===== src/rtl/can_crc_if.sv =====
// Bit-slot and result signals between the frame FSM / bit-stuffing layer and the CAN CRC engine.
interface can_crc_if #(
   parameter int CRC_W = 15,
   parameter int LEN_W = 8
);
   logic             start;
   logic [LEN_W-1:0] len;
   logic             mode;
   logic             din;
   logic             din_valid;
   logic             stuff;
   logic             busy;
   logic             tx_bit;
   logic [CRC_W-1:0] crc;
   logic             done;
   logic             crc_err;

   modport master (
      output start, len, mode, din, din_valid, stuff,
      input  busy, tx_bit, crc, done, crc_err
   );

   modport slave (
      input  start, len, mode, din, din_valid, stuff,
      output busy, tx_bit, crc, done, crc_err
   );
endinterface


===== src/rtl/can_crc_engine.sv =====
// Serial CAN CRC engine: accumulates the CRC over the data bits, then serialises it (TX)
// or runs the received CRC field through the same register and checks for a zero residue (RX).
//
// state  | meaning
// IDLE   | waiting for start
// DATA   | accumulating CRC over len data bits
// CRC    | TX: shifting out latched CRC; RX: folding received CRC field into r
// DONE   | one-cycle done pulse, crc_err valid
module can_crc_engine #(
   parameter int               CRC_W = 15,
   parameter logic [CRC_W-1:0] POLY  = 15'h4599,
   parameter logic [CRC_W-1:0] INIT  = '0,
   parameter int               LEN_W = 8
) (
   input logic      clk,
   input logic      rst,
   can_crc_if.slave bus
);
   localparam int               CNT_W   = LEN_W + 1;
   localparam logic [CNT_W-1:0] CRC_CNT = CNT_W'(CRC_W);

   typedef enum logic [1:0] {S_IDLE, S_DATA, S_CRC, S_DONE} state_t;

   state_t           r_state;
   logic [CRC_W-1:0] r_reg;
   logic [CRC_W-1:0] r_crc;
   logic [CRC_W-1:0] r_shift;
   logic [CNT_W-1:0] r_cnt;
   logic [LEN_W-1:0] r_len;
   logic             r_mode;
   logic             r_err;

   logic             w_accept;
   logic             w_fb;
   logic [CRC_W-1:0] w_upd;
   logic [CNT_W-1:0] w_cnt_inc;

   assign w_accept  = bus.din_valid & ~bus.stuff;
   assign w_fb      = bus.din ^ r_reg[CRC_W-1];
   assign w_upd     = {r_reg[CRC_W-2:0], 1'b0} ^ (w_fb ? POLY : '0);
   assign w_cnt_inc = r_cnt + 1'b1;

   always_ff @(posedge clk or posedge rst) begin
      if (rst) begin
         r_state <= S_IDLE;
         r_reg   <= INIT;
         r_crc   <= '0;
         r_shift <= '0;
         r_cnt   <= '0;
         r_len   <= '0;
         r_mode  <= 1'b0;
         r_err   <= 1'b0;
      end else if (bus.start) begin
         // start wins in every state, so an in-flight frame is dropped without done
         r_reg  <= INIT;
         r_cnt  <= '0;
         r_len  <= bus.len;
         r_mode <= bus.mode;
         r_err  <= 1'b0;
         if (bus.len == '0) begin
            r_state <= S_CRC;
            r_crc   <= INIT;
            r_shift <= INIT;
         end else begin
            r_state <= S_DATA;
         end
      end else begin
         case (r_state)
            S_DATA: begin
               if (w_accept) begin
                  r_reg <= w_upd;
                  if (w_cnt_inc == {1'b0, r_len}) begin
                     r_state <= S_CRC;
                     r_crc   <= w_upd;
                     r_shift <= w_upd;
                     r_cnt   <= '0;
                  end else begin
                     r_cnt <= w_cnt_inc;
                  end
               end
            end
            S_CRC: begin
               if (w_accept) begin
                  r_cnt <= w_cnt_inc;
                  if (r_mode) r_reg   <= w_upd;
                  else        r_shift <= {r_shift[CRC_W-2:0], 1'b0};
                  if (w_cnt_inc == CRC_CNT) begin
                     r_state <= S_DONE;
                     r_err   <= r_mode & (w_upd != '0);
                  end
               end
            end
            S_DONE:  r_state <= S_IDLE;
            default: r_state <= S_IDLE;
         endcase
      end
   end

   assign bus.busy    = (r_state == S_DATA) || (r_state == S_CRC);
   assign bus.done    = (r_state == S_DONE);
   assign bus.tx_bit  = (r_state == S_CRC) && !r_mode && r_shift[CRC_W-1];
   assign bus.crc     = r_crc;
   assign bus.crc_err = r_err;
endmodule


===== src/flat_wrapper.sv =====
// flat-port wrapper written by rule: the top's interface ports become plain ports
module can_crc_engine_flat 
#(
   parameter int               CRC_W = 15,
   parameter logic [CRC_W-1:0] POLY  = 15'h4599,
   parameter logic [CRC_W-1:0] INIT  = '0,
   parameter int               LEN_W = 8
)
  (clk, rst, bus_start, bus_len, bus_mode, bus_din, bus_din_valid, bus_stuff, bus_busy, bus_tx_bit, bus_crc, bus_done, bus_crc_err);
  can_crc_if #(.CRC_W(CRC_W), .LEN_W(LEN_W)) bus_i ();
  input logic clk;
  input logic rst;
  input wire logic [$bits(bus_i.start)-1:0] bus_start;
  input wire logic [$bits(bus_i.len)-1:0] bus_len;
  input wire logic [$bits(bus_i.mode)-1:0] bus_mode;
  input wire logic [$bits(bus_i.din)-1:0] bus_din;
  input wire logic [$bits(bus_i.din_valid)-1:0] bus_din_valid;
  input wire logic [$bits(bus_i.stuff)-1:0] bus_stuff;
  output wire logic [$bits(bus_i.busy)-1:0] bus_busy;
  output wire logic [$bits(bus_i.tx_bit)-1:0] bus_tx_bit;
  output wire logic [$bits(bus_i.crc)-1:0] bus_crc;
  output wire logic [$bits(bus_i.done)-1:0] bus_done;
  output wire logic [$bits(bus_i.crc_err)-1:0] bus_crc_err;
  assign bus_i.start = bus_start;
  assign bus_i.len = bus_len;
  assign bus_i.mode = bus_mode;
  assign bus_i.din = bus_din;
  assign bus_i.din_valid = bus_din_valid;
  assign bus_i.stuff = bus_stuff;
  assign bus_busy = bus_i.busy;
  assign bus_tx_bit = bus_i.tx_bit;
  assign bus_crc = bus_i.crc;
  assign bus_done = bus_i.done;
  assign bus_crc_err = bus_i.crc_err;
  can_crc_engine #(.CRC_W(CRC_W), .POLY(POLY), .INIT(INIT), .LEN_W(LEN_W)) u_core (.clk(clk), .rst(rst), .bus(bus_i));
endmodule

===== config.mk =====
export PLATFORM = sky130hd
export DESIGN_NAME = can_crc_engine_flat
export DESIGN_NICKNAME = d
export VERILOG_FILES = /design/src/rtl/can_crc_if.sv /design/src/rtl/can_crc_engine.sv /design/src/flat_wrapper.sv
export SDC_FILE = /design/constraint.sdc
export NUM_CORES = 1
export LEC_CHECK = 0
export CAP_MARGIN = 20
export CORE_MARGIN = 10
export CORE_UTILIZATION = 30
export DETAILED_ROUTE_END_ITERATION = 8
export PLACE_DENSITY_LB_ADDON = 0.12
export SLEW_MARGIN = 20
export SYNTH_ARGS = -nofsm -noshare
export SYNTH_HDL_FRONTEND = slang
export SYNTH_SLANG_ARGS = --single-unit

===== constraint.sdc =====
create_clock -name clk -period 3.1 [get_ports clk]
set_input_delay 0.775 -clock clk [delete_from_list [all_inputs] [get_ports clk]]
set_output_delay 0.775 -clock clk [all_outputs]
set_load 0.05 [all_outputs]

# After elaboration in Yosys (flattened, before gate mapping)
# Cells that the tools add are included.
# totals
output_inout_bits	19
wordCells	75
reg_bits	66
# op_classes
n_mux	31
reduce_logical	18
bitwise_logic	5
add_sub_neg	1
eq_ne	12
# ops
operator	n
15-bit two-way mux	13
15-bit case mux with 2 select lines	2
9-bit two-way mux	4
9-bit case mux with 2 select lines	1
3-bit by 2-bit inequality test with 1-bit output (second input constant)	5
15-bit nonzero test	1
15-bit XOR	1
2-bit two-way mux	6
4-bit AND reduction	3
2-bit nonzero test	5
9-bit by 1-bit adder with 9-bit output (second input constant)	1
9-bit by 4-bit == test with 1-bit output (second input constant)	1
9-bit by 8-bit == test with 1-bit output	1
8-bit logical NOT	1
3-bit AND reduction	2
6-bit AND reduction	1
2-bit == test (second input constant)	2
1-bit two-way mux	4
2-bit case mux with 2 select lines	1
3-bit inequality test (second input constant)	1
3-bit nonzero test	1
1-bit bitwise AND	2
2-bit by 1-bit == test with 1-bit output (second input constant)	1
1-bit logical AND	2
5 further kinds	5

# Logic depth before layout (Yosys ltp)
# Gate-level depths: netlist (run 1).
# depth
word_depth	9
depth_mapped	10
ltp_nobuf	8

# Least setup slack after synthesis (run 1)
# Ideal clock, no wire load.
# synth_path
kind	reg2reg
start	register u_core.r_cnt[0]
end	register u_core.r_crc[0], in the netlist u_core.bus.crc[0]
stages_incl_launch_ff	11
t_required_ns	2.968
arrival_ns	2.621
setup_time_ns	0.132
path_slack_ns	0.347
synth_period_minus_slack_ns	2.753
cell_sequence	dfrtp_1 -> ha_1 -> buf_4 -> and3b_1 -> a2111oi_0 -> or4b_4 -> or4b_1 -> buf_6 -> buf_12 -> mux2i_1 -> o21ai_1
# synth_via
elab_chain_cells	4
# synth_lines
item	line_no	text
start: declaration	can_crc_engine.sv:28	logic [CNT_W-1:0] r_cnt;
start signal: assignment	can_crc_engine.sv:78	r_cnt <= w_cnt_inc;
start signal: assignment	can_crc_engine.sv:84	r_cnt <= w_cnt_inc;
9-bit by 1-bit adder with 9-bit output	can_crc_engine.sv:41	assign w_cnt_inc = r_cnt + 1'b1;
9-bit by 8-bit == test with 1-bit output	can_crc_engine.sv:72	if (w_cnt_inc == {1'b0, r_len}) begin
2-bit nonzero test (no line)	--	
4-bit AND reduction (no line)	--	
end signal: assignment	can_crc_engine.sv:74	r_crc <= w_upd;
end: declaration	can_crc_engine.sv:26	logic [CRC_W-1:0] r_crc;
# Every way passes these cells.
# A chain may end at the register's enable or synchronous reset.

# Final worst setup path (run 1)
# layout_path
start	register u_core.r_cnt[0]
end	register u_core.r_crc[12], in the netlist u_core.bus.crc[12]
# The elaborated chain is that of the path after synthesis.

==> reports/metrics.cfg, run 1 <==
[routing]
num_vias = 2820
wirelength_um = 9190
first_pass_iters = 4
wire_per_inst_um = 16.4
first_iter_violations = 214
drc = 0
vias_per_cell = 5.04
ant_nets = 0

[global_routing]
antenna_found_initial = 0
track_usage_pct = 11.5
grt_pass1_wl_um = 15500
grt_pass1_vias = 2814
grt.overflow.total = 0
grt_start_max_net_pins = 54

[clock_tree]
post_cts_resized = 0
cts_buffers = 9
clock_sinks = 66
clkTransAtPathRegs_ns = 0.06
cts_setup_buffers = 0
clk_latency_ns = 0.33
cts.htree.levels = 3
cts_tree = done
hold_buffers = 0
cts-root-buf = clkbuf_16
cts_buffer_depth = 2

[power]
leakagePower_nw = 2.07
cellPowerDensity_nw_per_um2 = 630
vdd_drop_max_mv = 0.434

[yosys]
synth_area_um2 = 3670
syn_inst = 370
ys.flop_type = dfrtp_1
syn_area_per_cell_um2 = 9.92
ys_seq_elements = 66
async_flop_share_pct = 100
seq_area_frac_synth_pct = 45.0
synth_fp_nets = 390
yosys_warnings = 0
ys_types = 54
synth_edf_count = 0

[final_layout]
postLayoutCoreUtil_pct = 37.6
area_delta_synth_final_pct = 23.0
fin_nets = 428
design_area_um2 = 4520
diodes = 0
mostFrequentLayoutCell = dfrtp_1
nFillCells = 1220
final_layout_size_suffix_gt1_share_pct = 16.7
layout_common_cells = dfrtp_1 (66), nand2_1 (48), clkdlybuf4s50_1 (31), nor2_1 (28), mux2_2 (25)

[placement]
port_buffers = 33
globalplace.congestion = 0.782
place_area_um2 = 4210
dp_hpwl_um = 6450

[critical_path]
crit_path_start_kind = flip-flop
crit_required_ns = 3.28
worstSetupPathType = flip-flop to flip-flop
critPathArrivalTime_ns = 3.07
end_kind = flip-flop
worstPathMaxFanout = 15

[run]
drv_cap = 0

[sta]
hold_viol = 0
rsz0062_at_grt = false
finalSetupTns_ns = 0
timing.fmax_mhz = 346
fin_crit_ns = 2.89
slew_viol_final = 0
finalCritPeriodShare_pct = 93.3
tightest_slew_ns = 0.564
finClkSkew_ns = 0.00725
maxSlewHeadroom_pct = 61.4
final-setup-viol-count = 0

[die]
boundaryPins = 34
fp.dieW_um = 131
core_um2 = 12000
die_y_um = 131
rows = 40
dieArea_um2 = 17100
initial_core_util_pct = 30.6

[outcome]
status = finished clean

[min_path]
hp-class = flip-flop to flip-flop

## report_power, final
part	internal [mW]	total [mW]	switching [mW]
combinational	0.304	0.715	0.411
sequential	0.986	1.09	0.104
clock	0.665	1.04	0.376
## routing by layer
| layer | vias to the layer above | track usage [%] | share of wire, % |
|---|---|---|---|
| met5 | - | 0 | 0 |
| met4 | 0 | 5.30 | 1.8 |
| met3 | 11 | 2.26 | 3.5 |
| met2 | 42 | 16.3 | 41 |
| met1 | 1365 | 16.5 | 53 |
| li1 | 1402 | - | - |
## worst paths after layout
| path | to | start | slack, ns | cells after the start |
|---|---|---|---|---|
| worst max-delay path | u_core.bus.crc[12] | u_core.r_cnt[0] | 0.21 | 8 |
| worst min-delay path | u_core.r_shift[7] | u_core.r_shift[7] | 0.50 | 1 |
| worst max register to register | u_core.bus.crc[12] | u_core.r_cnt[0] | 0.21 | 8 |
| worst min register to register | u_core.r_shift[7] | u_core.r_shift[7] | 0.50 | 1 |
| max in group asynchronous | u_core.r_reg[2] | rst | 1.68 | 3 |
| min in group asynchronous | u_core.r_cnt[8] | rst | 0.80 | 2 |
## cell usage after synthesis, types with 2 or more instances
cell | count | area share (%)
nand4_1 | 10 | 1.7
mux2_2 | 25 | 7.7
nor3_1 | 5 | 0.68
inv_1 | 16 | 1.6
mux2i_1 | 23 | 6.3
ha_1 | 5 | 1.7
nor2_1 | 28 | 2.9
nor4_1 | 6 | 1.0
nor2b_1 | 2 | 0.34
xor2_1 | 13 | 3.1
xnor2_1 | 7 | 1.7
dfrtp_1 | 66 | 45
nand2b_1 | 3 | 0.51
a22o_1 | 6 | 1.4
o21a_1 | 2 | 0.41
o31ai_1 | 10 | 2.0
and4_2 | 2 | 0.55
o21ai_1 | 11 | 1.5
o21ai_0 | 14 | 1.9
buf_2 | 2 | 0.27
and3_1 | 3 | 0.51
buf_1 | 3 | 0.31
nand3_1 | 5 | 0.68
buf_6 | 3 | 0.92
nand2_1 | 48 | 4.9
a21oi_1 | 13 | 1.8
clkbuf_1 | 12 | 1.2
## final cells by class
type                    count  area, um^2  share of cell area, %
multi-input cells         265        1830                   40.4
flip-flops and latches     66        1650                   36.6
well taps                 147         184                   4.07
clock inverters             4        50.0                   1.11
inverters                  16        60.1                   1.33
repair buffers             50         488                   10.8
clock buffers              12         256                   5.68
## critical path, stage by stage, from the launching register on
cell and delay [ns]:
dfrtp_1 0.35, ha_1 0.41, and4bb_2 0.28, a2111oi_0 0.08, or4b_4 0.61, or4b_1 0.53
buf_4 0.23, mux2i_1 0.17, o21ai_0 0.09
## metrics by stage
step	total power [mW]	worst slack (ns)	std cells	hold slack [ns]
after detailed placement	1.83	0.0773	544	0.494
final	2.85	0.208	560	0.505
after global placement	1.81	0.0743	544	0.487
after global routing	3.01	0.00965	560	0.511
after CTS	2.89	0.199	560	0.506
after floorplan	1.59	0.347	370	0.474
## logic make-up after synthesis
| family | count (synthesis) | share of synthesized area [%] |
|---|---|---|
| flip-flops | 66 | 45.0 |
| AND/OR/NAND/NOR | 124 | 16.9 |
| buffers and inverters | 39 | 5.25 |
| multiplexers | 48 | 13.9 |
| AO/OA/AOI/OAI | 68 | 12.4 |
| XOR/XNOR | 20 | 4.77 |
| adder cells (fa/ha/maj) | 5 | 1.70 |
No activity file was read; power rests on OpenSTA's default activity.
==> run 2: changes to the inputs <==
- CTS_CLUSTER_DIAMETER: not set -> 50
- SETUP_SLACK_MARGIN: not set -> 0.05
==> run 2 against run 1 <==
Power is essentially flat. Core utilization is essentially flat. Largest power group unchanged. Via count is the same. Clock-buffer cell count is the same. Non-clock buffer count is the same. Sequential power is essentially flat. Highest routed layer unchanged. Clock power is essentially flat. Design area is essentially flat. Global-route usage is the same. First-iteration DRC count is the same. Cell count is the same.
==> reports/metrics.cfg, run 2 (synthesis results as in run 1) <==
[outcome]
status = finished clean  ; unchanged

[critical_path]
crit_path_start_kind = flip-flop  ; unchanged
worstSetupPathType = flip-flop to output pin  ; was flip-flop to flip-flop
critical_path.cell_chain = inv_1, ha_1, nand2b_1, nor2_1, buf_12  ; was ha_1, and4bb_2, a2111oi_0, or4b_4, or4b_1, buf_4, mux2i_1, o21ai_0
critPathArrivalTime_ns = 2.02  ; was 3.07 ns
end_kind = output pin  ; was flip-flop
cpPeakStageDelay_ns = 0.41  ; was 0.61 ns
crit_required_ns = 2.32  ; was 3.28 ns
crit_family = simple AND/OR/NAND/NOR gates  ; unchanged
crit_slowest_cell = dfrtp_1  ; was or4b_4
cp_num_buf_inv = 2  ; was 1
worstPathMaxFanout = 10  ; was 15

[final_layout]
design_area_um2 = 4520  ; about the same
fin_nets = 428  ; unchanged
final_layout_size_suffix_gt1_share_pct = 16.9  ; was 16.7%
layoutNonFillerInstCount = 560  ; unchanged
nFillCells = 1219  ; was 1220
layout_common_cells = dfrtp_1 (66), nand2_1 (48), clkdlybuf4s50_1 (31), nor2_1 (28), mux2_2 (25)  ; unchanged
diodes = 0  ; unchanged
area_delta_synth_final_pct = 23.1  ; was 23.0%
postLayoutCoreUtil_pct = 37.6  ; about the same
mostFrequentLayoutCell = dfrtp_1  ; unchanged

[global_routing]
grt_pass1_wl_um = 15500  ; unchanged
grt_pass1_vias = 2814  ; unchanged
grt_start_max_net_pins = 54  ; unchanged
antenna_found_initial = 0  ; unchanged
grt.overflow.total = 0  ; unchanged
track_usage_pct = 11.5  ; unchanged

[die]
fp.dieW_um = 131  ; unchanged
dieArea_um2 = 17100  ; unchanged
core_um2 = 12000  ; unchanged
initial_core_util_pct = 30.6  ; unchanged
rows = 40  ; unchanged
boundaryPins = 34  ; unchanged
die_y_um = 131  ; unchanged

[placement]
dp_hpwl_um = 6450  ; unchanged
globalplace.congestion = 0.782  ; unchanged
port_buffers = 33  ; unchanged
dp_cells = 544  ; unchanged
place_area_um2 = 4210  ; unchanged

[sta]
slew_viol_final = 0  ; unchanged
finalCritPeriodShare_pct = 90.1  ; was 93.3%
rsz0062_at_grt = false  ; unchanged
final-setup-viol-count = 0  ; unchanged
holdWs_ns = 0.505  ; unchanged
finClkSkew_ns = 0.00725  ; unchanged
tightest_slew_ns = 0.564  ; unchanged
timing.fmax_mhz = 358  ; was 346 MHz
maxSlewHeadroom_pct = 61.4  ; unchanged
finalSetupTns_ns = 0  ; unchanged
fin_crit_ns = 2.79  ; was 2.89 ns
hold_viol = 0  ; unchanged

[routing]
drc = 0  ; unchanged
num_vias = 2820  ; unchanged
wirelength_um = 9190  ; about the same
first_iter_violations = 214  ; unchanged
first_pass_iters = 4  ; unchanged
ant_nets = 0  ; unchanged
wire_per_inst_um = 16.4  ; about the same
vias_per_cell = 5.04  ; unchanged

[clock_tree]
cts_tree = done  ; unchanged
clk_latency_ns = 0.33  ; about the same
cts-root-buf = clkbuf_16  ; unchanged
cts_buffers = 9  ; unchanged
cts.htree.levels = 3  ; unchanged
clkTransAtPathRegs_ns = 0.06  ; about the same
cts_buffer_depth = 2  ; unchanged
clock_sinks = 66  ; unchanged

[power]
vdd_drop_max_mv = 0.434  ; about the same
leakagePower_nw = 2.07  ; about the same
cellPowerDensity_nw_per_um2 = 630  ; about the same

[min_path]
hp-class = flip-flop to flip-flop  ; unchanged

[run]
drv_cap = 0  ; unchanged

run 2: routing by layer:
| layer | wire length [um] | vias to the layer above | track usage, % |
|---|---|---|---|
| li1 | - | 1402 | - |
| met1 | 4900 | 1365 | 16.5 |
| met2 | 3790 | 42 | 16.3 |
| met3 | 325 | 11 | 2.26 |
| met4 | 167 | 0 | 5.30 |
| met5 | 0 | - | 0 |
run 2: what timing repair did:
item | CTS | global route
endpoints found under the setup margin | 0 | 2
resized for setup | 0 | 1
setup buffers | 0 | 0
hold buffers | 0 | 0
run 2: worst paths after layout:
check	slack (ns)	depth (start not counted)	startpoint	endpoint
min in group asynchronous	0.80	2	rst	u_core.r_cnt[8]
worst max register to register	0.32	8	u_core.r_cnt[0]	u_core.bus.crc[12]
worst max-delay path	0.31	5	u_core.r_state[0]	bus_tx_bit
worst min register to register	0.50	1	u_core.r_shift[7]	u_core.r_shift[7]
max in group asynchronous	1.68	3	rst	u_core.r_reg[2]
worst min-delay path	0.50	1	u_core.r_shift[7]	u_core.r_shift[7]
run 2: worst reg2reg max path, cell delays in order, from the launching register on:
cell     delay (ns)
dfrtp_1        0.35
ha_2           0.31
nand3_4        0.14
o31ai_1        0.26
or4b_4         0.54
or4b_1         0.53
buf_4          0.23
mux2i_1        0.17
o21ai_0        0.09
run 2: area by class of cell:
type | count | area, um^2 | area share [%]
clock buffer | 12 | 256 | 5.68
clock inverter | 4 | 50.0 | 1.11
inverter | 16 | 60.1 | 1.33
multi-input combinational | 265 | 1830 | 40.5
sequential | 66 | 1650 | 36.6
tap | 147 | 184 | 4.07
timing repair buffer | 50 | 488 | 10.8
run 2: through the flow:
step / worst slack (ns) / power [mW]
2_1_floorplan: 0.347 / 1.59
3_3_place_gp: 0.0743 / 1.81
4_1_cts: 0.199 / 2.89
5_1_grt: 0.109 / 3.01
3_5_place_dp: 0.0773 / 1.83
6_report: 0.307 / 2.85
run 2: power breakdown:
group / switching [mW] / leakage, nW / internal (mW)
logic: 0.411 / 1.04 / 0.304
registers: 0.104 / 0.881 / 0.986
clock network: 0.376 / 0.145 / 0.665
